**src/rtl/seg_scan_ctrl.sv**
```systemverilog
// Purpose : multiplexed 4-digit seven-segment scan controller. A load is held in a shadow
//           set and becomes the displayed (active) set only at a frame boundary.
// Latency : outputs are decoded from registered state only. A load shows from digit 0 of the
//           first frame whose boundary edge comes after the load edge.
// Backpressure: none. A load is always accepted, and a newer load overwrites an unapplied one.
// Ports   : clk/reset (sync, active-high); value_in/en_in/lzb_in/load feed the shadow set;
//           digit_val/digit_sel drive the decoder; frame_done pulses on the frame's last cycle;
//           pending flags shadow data that is waiting for a boundary.
module seg_scan_ctrl #(
    parameter int REFRESH_DIV = 100000
) (
    input  logic        clk,
    input  logic        reset,
    input  logic [15:0] value_in,
    input  logic [3:0]  en_in,
    input  logic        lzb_in,
    input  logic        load,
    output logic [3:0]  digit_val,
    output logic [3:0]  digit_sel,
    output logic        frame_done,
    output logic        pending
);

    localparam int CW = (REFRESH_DIV > 2) ? $clog2(REFRESH_DIV) : 1;

    logic [CW-1:0] cnt;
    logic [1:0]    idx;
    logic          tick;
    logic          boundary;

    logic [15:0]   act_value;
    logic [3:0]    act_en;
    logic          act_lzb;
    logic [15:0]   shd_value;
    logic [3:0]    shd_en;
    logic          shd_lzb;

    assign tick     = (cnt == CW'(REFRESH_DIV - 1));
    assign boundary = tick && (idx == 2'd3);

    // Prescaler and digit index.
    always_ff @(posedge clk) begin
        if (reset) begin
            cnt <= '0;
            idx <= 2'd0;
        end else if (tick) begin
            cnt <= '0;
            idx <= idx + 2'd1;
        end else begin
            cnt <= cnt + 1'b1;
        end
    end

    // Shadow/active sets. At a boundary, the transfer reads the old shadow. A load on that
    // same edge then refills the shadow, so pending stays set.
    always_ff @(posedge clk) begin
        if (reset) begin
            act_value <= 16'h0000;
            act_en    <= 4'b1111;
            act_lzb   <= 1'b0;
            shd_value <= 16'h0000;
            shd_en    <= 4'b1111;
            shd_lzb   <= 1'b0;
            pending   <= 1'b0;
        end else begin
            if (boundary && pending) begin
                act_value <= shd_value;
                act_en    <= shd_en;
                act_lzb   <= shd_lzb;
            end
            if (load) begin
                shd_value <= value_in;
                shd_en    <= en_in;
                shd_lzb   <= lzb_in;
                pending   <= 1'b1;
            end else if (boundary) begin
                pending   <= 1'b0;
            end
        end
    end

    // Output decode. It uses only idx, cnt and the active set, all of which are registered.
    logic upper_zero;
    logic shown;

    always_comb begin
        upper_zero = 1'b0;
        case (idx)
            2'd1:    upper_zero = (act_value[15:4]  == 12'h000);
            2'd2:    upper_zero = (act_value[15:8]  == 8'h00);
            2'd3:    upper_zero = (act_value[15:12] == 4'h0);
            default: upper_zero = 1'b0;   // digit 0 is never blanked
        endcase
    end

    always_comb begin
        shown      = act_en[idx] && !(act_lzb && upper_zero);
        digit_val  = act_value[{idx, 2'b00} +: 4];
        digit_sel  = shown ? (4'b0001 << idx) : 4'b0000;
        frame_done = boundary;
    end

endmodule
```
**config.mk**
```make
export PLATFORM = sky130hd
export DESIGN_NAME = seg_scan_ctrl
export DESIGN_NICKNAME = d
export VERILOG_FILES = /design/src/rtl/seg_scan_ctrl.sv
export SDC_FILE = /design/constraint.sdc
export NUM_CORES = 1
export LEC_CHECK = 0
export ABC_AREA = 1
export CAP_MARGIN = 20
export CORE_MARGIN = 2
export CORE_UTILIZATION = 50
export CTS_BUF_LIST = sky130_fd_sc_hd__clkbuf_16
export DETAILED_ROUTE_END_ITERATION = 16
export HOLD_SLACK_MARGIN = 0.06
export PLACE_DENSITY = 0.76
export SLEW_MARGIN = 40
export SYNTH_ARGS = -nofsm -noshare
export SYNTH_HDL_FRONTEND = slang
export SYNTH_SLANG_ARGS = --single-unit
```
**constraint.sdc**
```tcl
create_clock -name clk -period 1.86 [get_ports clk]
set_input_delay 0.279 -clock clk [delete_from_list [all_inputs] [get_ports clk]]
set_output_delay 0.279 -clock clk [all_outputs]
set_load 0.005 [all_outputs]
```
# Word-level counts from Yosys, hierarchy flattened
# Index checks and enable logic that the tools add are counted.
# totals
out_inout_bits	10
regBits	62
# classes
n_reduce_logical	10
eq_ne	4
n_mux	6
order_cmp	1
shift	2
add_sub_neg	2
# op_table
op	n
17-bit by 1-bit adder with 17-bit output, second input constant	1
17-bit equality test, second input constant	1
16-bit by 5-bit indexed part select with 4-bit output	1
12-bit logical NOT	1
8-bit logical NOT	1
2-bit equality test, second input constant	2
1-bit logical AND	4
4-bit logical NOT	1
4-bit 2-to-1 mux	1
1-bit by 2-bit left shift with 4-bit output, first input constant	1
2-bit by 3-bit < comparator with 1-bit output, second input constant	1
1-bit 2-to-1 mux	3
1-bit case mux with 3 select lines	1
2-bit by 1-bit adder with 2-bit output, second input constant	1
1-bit binary-select mux with 2-bit select	1
2-bit by 1-bit equality test with 1-bit output, second input constant	1
2-bit nonzero test	1
2-bit OR reduction	1
1-bit logical NOT	1

# Depth between registers and ports, before layout
# logic_depth
word_depth	6
ltp_mapped	11
depth_no_buf	9

# Least setup slack after synthesis
# No wires, ideal clock.
# synth_timing
path_kind	flip-flop to output port
startpoint	reg idx[0]
endpoint	out digit_sel[0]
arrival_time_ns	1.601
slack_ns	-0.020
path_stages_with_launch	12
cell_sequence	dfxtp_1 clkbuf_1 inv_1 clkbuf_1 ha_1 inv_1 o21ai_0 nand3_1 nand2_1 nand2_1 nand2_1 nor2_1
# synth_between
elab_chain_len	6
# synth_lines
element	line	text
from (decl)	27	logic [1:0] idx;
from (signal assigned)	48	idx <= idx + 2'd1;
2-bit equality test / 2-bit by 1-bit equality test with 1-bit output (equally long branches)	88	case (idx)
1-bit case mux with 3 select lines	88	
1-bit logical AND	97	shown = act_en[idx] && !(act_lzb && upper_zero);
1-bit logical NOT	97	
1-bit logical AND	97	
4-bit 2-to-1 mux *	99	digit_sel = shown ? (4'b0001 << idx) : 4'b0000;
to (decl)	19	output logic [3:0] digit_sel,
# Mark *: on every way between the ends. The rest lies on a longest branch, timed or not. The select of a mux whose other input is x is not followed.

# Final worst setup path
# layout_timing
startpoint	reg idx[0]
endpoint	out digit_sel[1]
# The elaborated chain is that of the path after synthesis.

==> flow_metrics.env <==
export IMPL_synthCells=392
export IMPL_grt_pass1_vias=2445
export IMPL_fin_worst_skew_ns=0.005870
export IMPL_path_cells="buf_4, ha_1, inv_2, nand2_1, nand2_1, nand2_2, nor2_2, buf_2"
export IMPL_dp_hpwl_um=4094
export IMPL_die_area_um2=6213
export IMPL_grt_overflow=0
export IMPL_grt_pass1_wl_um=10360
export IMPL_fill_cells=484
export IMPL_root_buffer="clkbuf_16"
export IMPL_syn_num_nets=422
export IMPL_synth_most_common_cell="nor2_1"
export IMPL_crit_fanout=5
export IMPL_h_tree_depth=3
export IMPL_ys_seq_area_frac=0.4435
export IMPL_first_pass_iters=4
export IMPL_wire_per_inst_um=11.86
export IMPL_vias=2533
export IMPL_synth_ff_type="dfxtp_1"
export IMPL_hp_class="flip-flop to flip-flop"
export IMPL_placed_area_um2=3278
export IMPL_critical_path_slowest_cell="dfxtp_4"
export IMPL_drc=0
export IMPL_ys_types=24
export IMPL_die_h_um=78.82
export IMPL_ys_top_cells_by_count="80 x nor2_1, 73 x nand2_1, 62 x dfxtp_1"
export IMPL_cp_slowest_stage_delay_ns=0.37
export IMPL_rsz0062_at_grt="yes"
export IMPL_powerDensity_nw_per_um2=841.4
export IMPL_clk_pin_slew_ns=0.05
export IMPL_worstSetupPathType="flip-flop to primary output"
export IMPL_cp_arrival_ns=1.58
export IMPL_port_buffers=33
export IMPL_cts_buffer_depth=2
export IMPL_drive_gt1_frac=0.1820
export IMPL_max_freq_mhz=539.0
export IMPL_synth_seq_cells=62
export IMPL_synthTopCellsByArea="dfxtp_1 44%, nor2_1 11%, nand2_1 9.8%, inv_1 4.8%, o21ai_0 4.8%"
export IMPL_netlist_area_um2=2799
export IMPL_slew_headroom=0.5679
export IMPL_start_util=0.5114
export IMPL_gp_congestion=0.8411
export IMPL_pre_cts_ws_ns=-0.1697
export IMPL_num_rows=27
export IMPL_cts_hold_fix_buffers=0
export IMPL_synthArstFlopShare=0
export IMPL_cts_buffers=9
export IMPL_drt_initial_drc_count=99
export IMPL_die_w_um=78.82
export IMPL_post_route_period_util=0.9974
export IMPL_ant_nets=0
export IMPL_crit_top_cell="nand2_1"
export IMPL_final_nets=473
export IMPL_num_antenna_cells=0
export IMPL_setup_viol=0
export IMPL_multiInputGateArea_um2=1389
export IMPL_peakVddDrop_v=0.0006173
export IMPL_synth_warning_count=0
export IMPL_regArea_um2=1250
export IMPL_coreArea_um2=5473
export IMPL_yosysTopAreaCell="dfxtp_1"
export IMPL_cap_violations=0
export IMPL_required_ns=1.58
export IMPL_critPathCaptureType="primary output"
export IMPL_drt_wl_total_um=6134
export IMPL_start_kind="flip-flop"
export IMPL_syn_to_final_growth_pct=30.00
export IMPL_synth_edff_count=0
export IMPL_clock_latency_ns=0.32
export IMPL_design_area_um2=3638
export IMPL_cts_tree="yes"
export IMPL_report_final_hold_viol_count=0
export IMPL_p_leak_uw=0.001622
export IMPL_status="finished clean"
export IMPL_slew_violations=0
export IMPL_io_pins=34
export IMPL_cts_sinks=62
export IMPL_vias_per_cell=4.899
export IMPL_tightestPinTransition_ns=0.6475
export IMPL_grt_max_degree=39
export IMPL_timing_final_crit_period_ns=1.855
export IMPL_grt_use_total=0.2115
export IMPL_worst_slack_ns=0.004788
export IMPL_yosys_area_top_type_share=0.4435
export IMPL_post_synth_cell_area_avg_um2=7.140
export IMPL_antenna_found_initial=0
## cell type report
class                      instances  share of cell area
inverter                          40             0.04264
sequential                        62              0.3435
clock buffer                       9             0.06190
timing repair buffer              55              0.1341
tap                               72             0.02476
multi-input combinational        275              0.3817
clock inverter                     4             0.01135
## logic make-up after synthesis
| group | after synthesis | synth area share |
|---|---|---|
| adder cells (fa/ha/maj) | 6 | 0.02682 |
| XOR/XNOR | 8 | 0.02503 |
| flip-flops | 62 | 0.4435 |
| AO/OA/AOI/OAI | 48 | 0.08628 |
| AND/OR/NAND/NOR | 213 | 0.3357 |
| buffers and inverters | 55 | 0.08270 |
## through the flow
step	util	std cells	hold WS [ns]	total power, µW	TNS [ns]
floorplan	-	392	0.3481	1485	0
global placement	0.5990	499	0.4287	1554	-0.08903
detailed placement	0.5990	499	0.4499	1559	-0.5354
CTS	0.6555	515	0.4647	3076	-0.3269
global route	0.6648	517	0.4839	3170	-0.3415
finish	0.6648	517	0.4575	3061	0
## placed cells by master, fill, tap and decap left out, drive strengths merged
| cell | instances |
|---|---|
| a21oi | 20 |
| and2 | 1 |
| buf | 23 |
| bufinv | 1 |
| clkbuf | 13 |
| clkdlybuf4s15 | 2 |
| clkdlybuf4s50 | 24 |
| clkinv | 4 |
| dfxtp | 62 |
| dlygate4sd2 | 2 |
| ha | 6 |
| inv | 39 |
| nand2 | 75 |
| nand3 | 19 |
| nand4 | 11 |
| nor2 | 98 |
| nor3 | 6 |
| nor3b | 1 |
| o21ai | 27 |
| o22ai | 1 |
| or2 | 2 |
| xor2 | 8 |
## path summary, 6_finish.rpt
path                        end  cells past startpoint  slack (ns)       from
setup / recovery   digit_sel[1]                      8       0.005     idx[0]
setup reg to reg  act_value[14]                     12        0.16     cnt[1]
hold / removal        shd_en[0]                      2        0.46  shd_en[0]
hold reg to reg       shd_en[0]                      2        0.46  shd_en[0]
## metal layers
layer	global-route usage	vias to the layer above	wire, µm
li1	-	1338	-
met1	0.2326	1135	2687
met2	0.3880	45	3105
met3	0.03750	15	166
met4	0.1086	0	175
met5	0	-	0
## worst max-delay path, delay by kind of cell, from the launching register on
kind	cells	cell delay (ns)
adders and majority gates	1	0.22
and+or+nand+nor	4	0.32
DFF	1	0.37
buffers and inverters	3	0.36
## report_power, final
part / switching [µW] / total (µW) / internal [µW]
clock network: 525 / 1520 / 997
registers: 27.4 / 1400 / 1370
logic: 65.8 / 142 / 76.2
## flip-flops by register name, indices dropped and copies added (netlist names)
register / count
shd_lzb: 1
pending: 1
cnt: 17
act_en: 4
act_value: 16
act_lzb: 1
shd_en: 4
shd_value: 16
idx: 2
## what timing repair did
| item | in CTS | in global routing |
|---|---|---|
| gates resized for setup | 26 | 24 |
| endpoints found under the setup margin | 9 | 27 |
| pin swaps | 4 | 9 |
| hold endpoints to repair | 0 | 0 |
| buffers inserted | 3 | 2 |
| cloned | 0 | 0 |
Power figures use the tool's default switching activity.
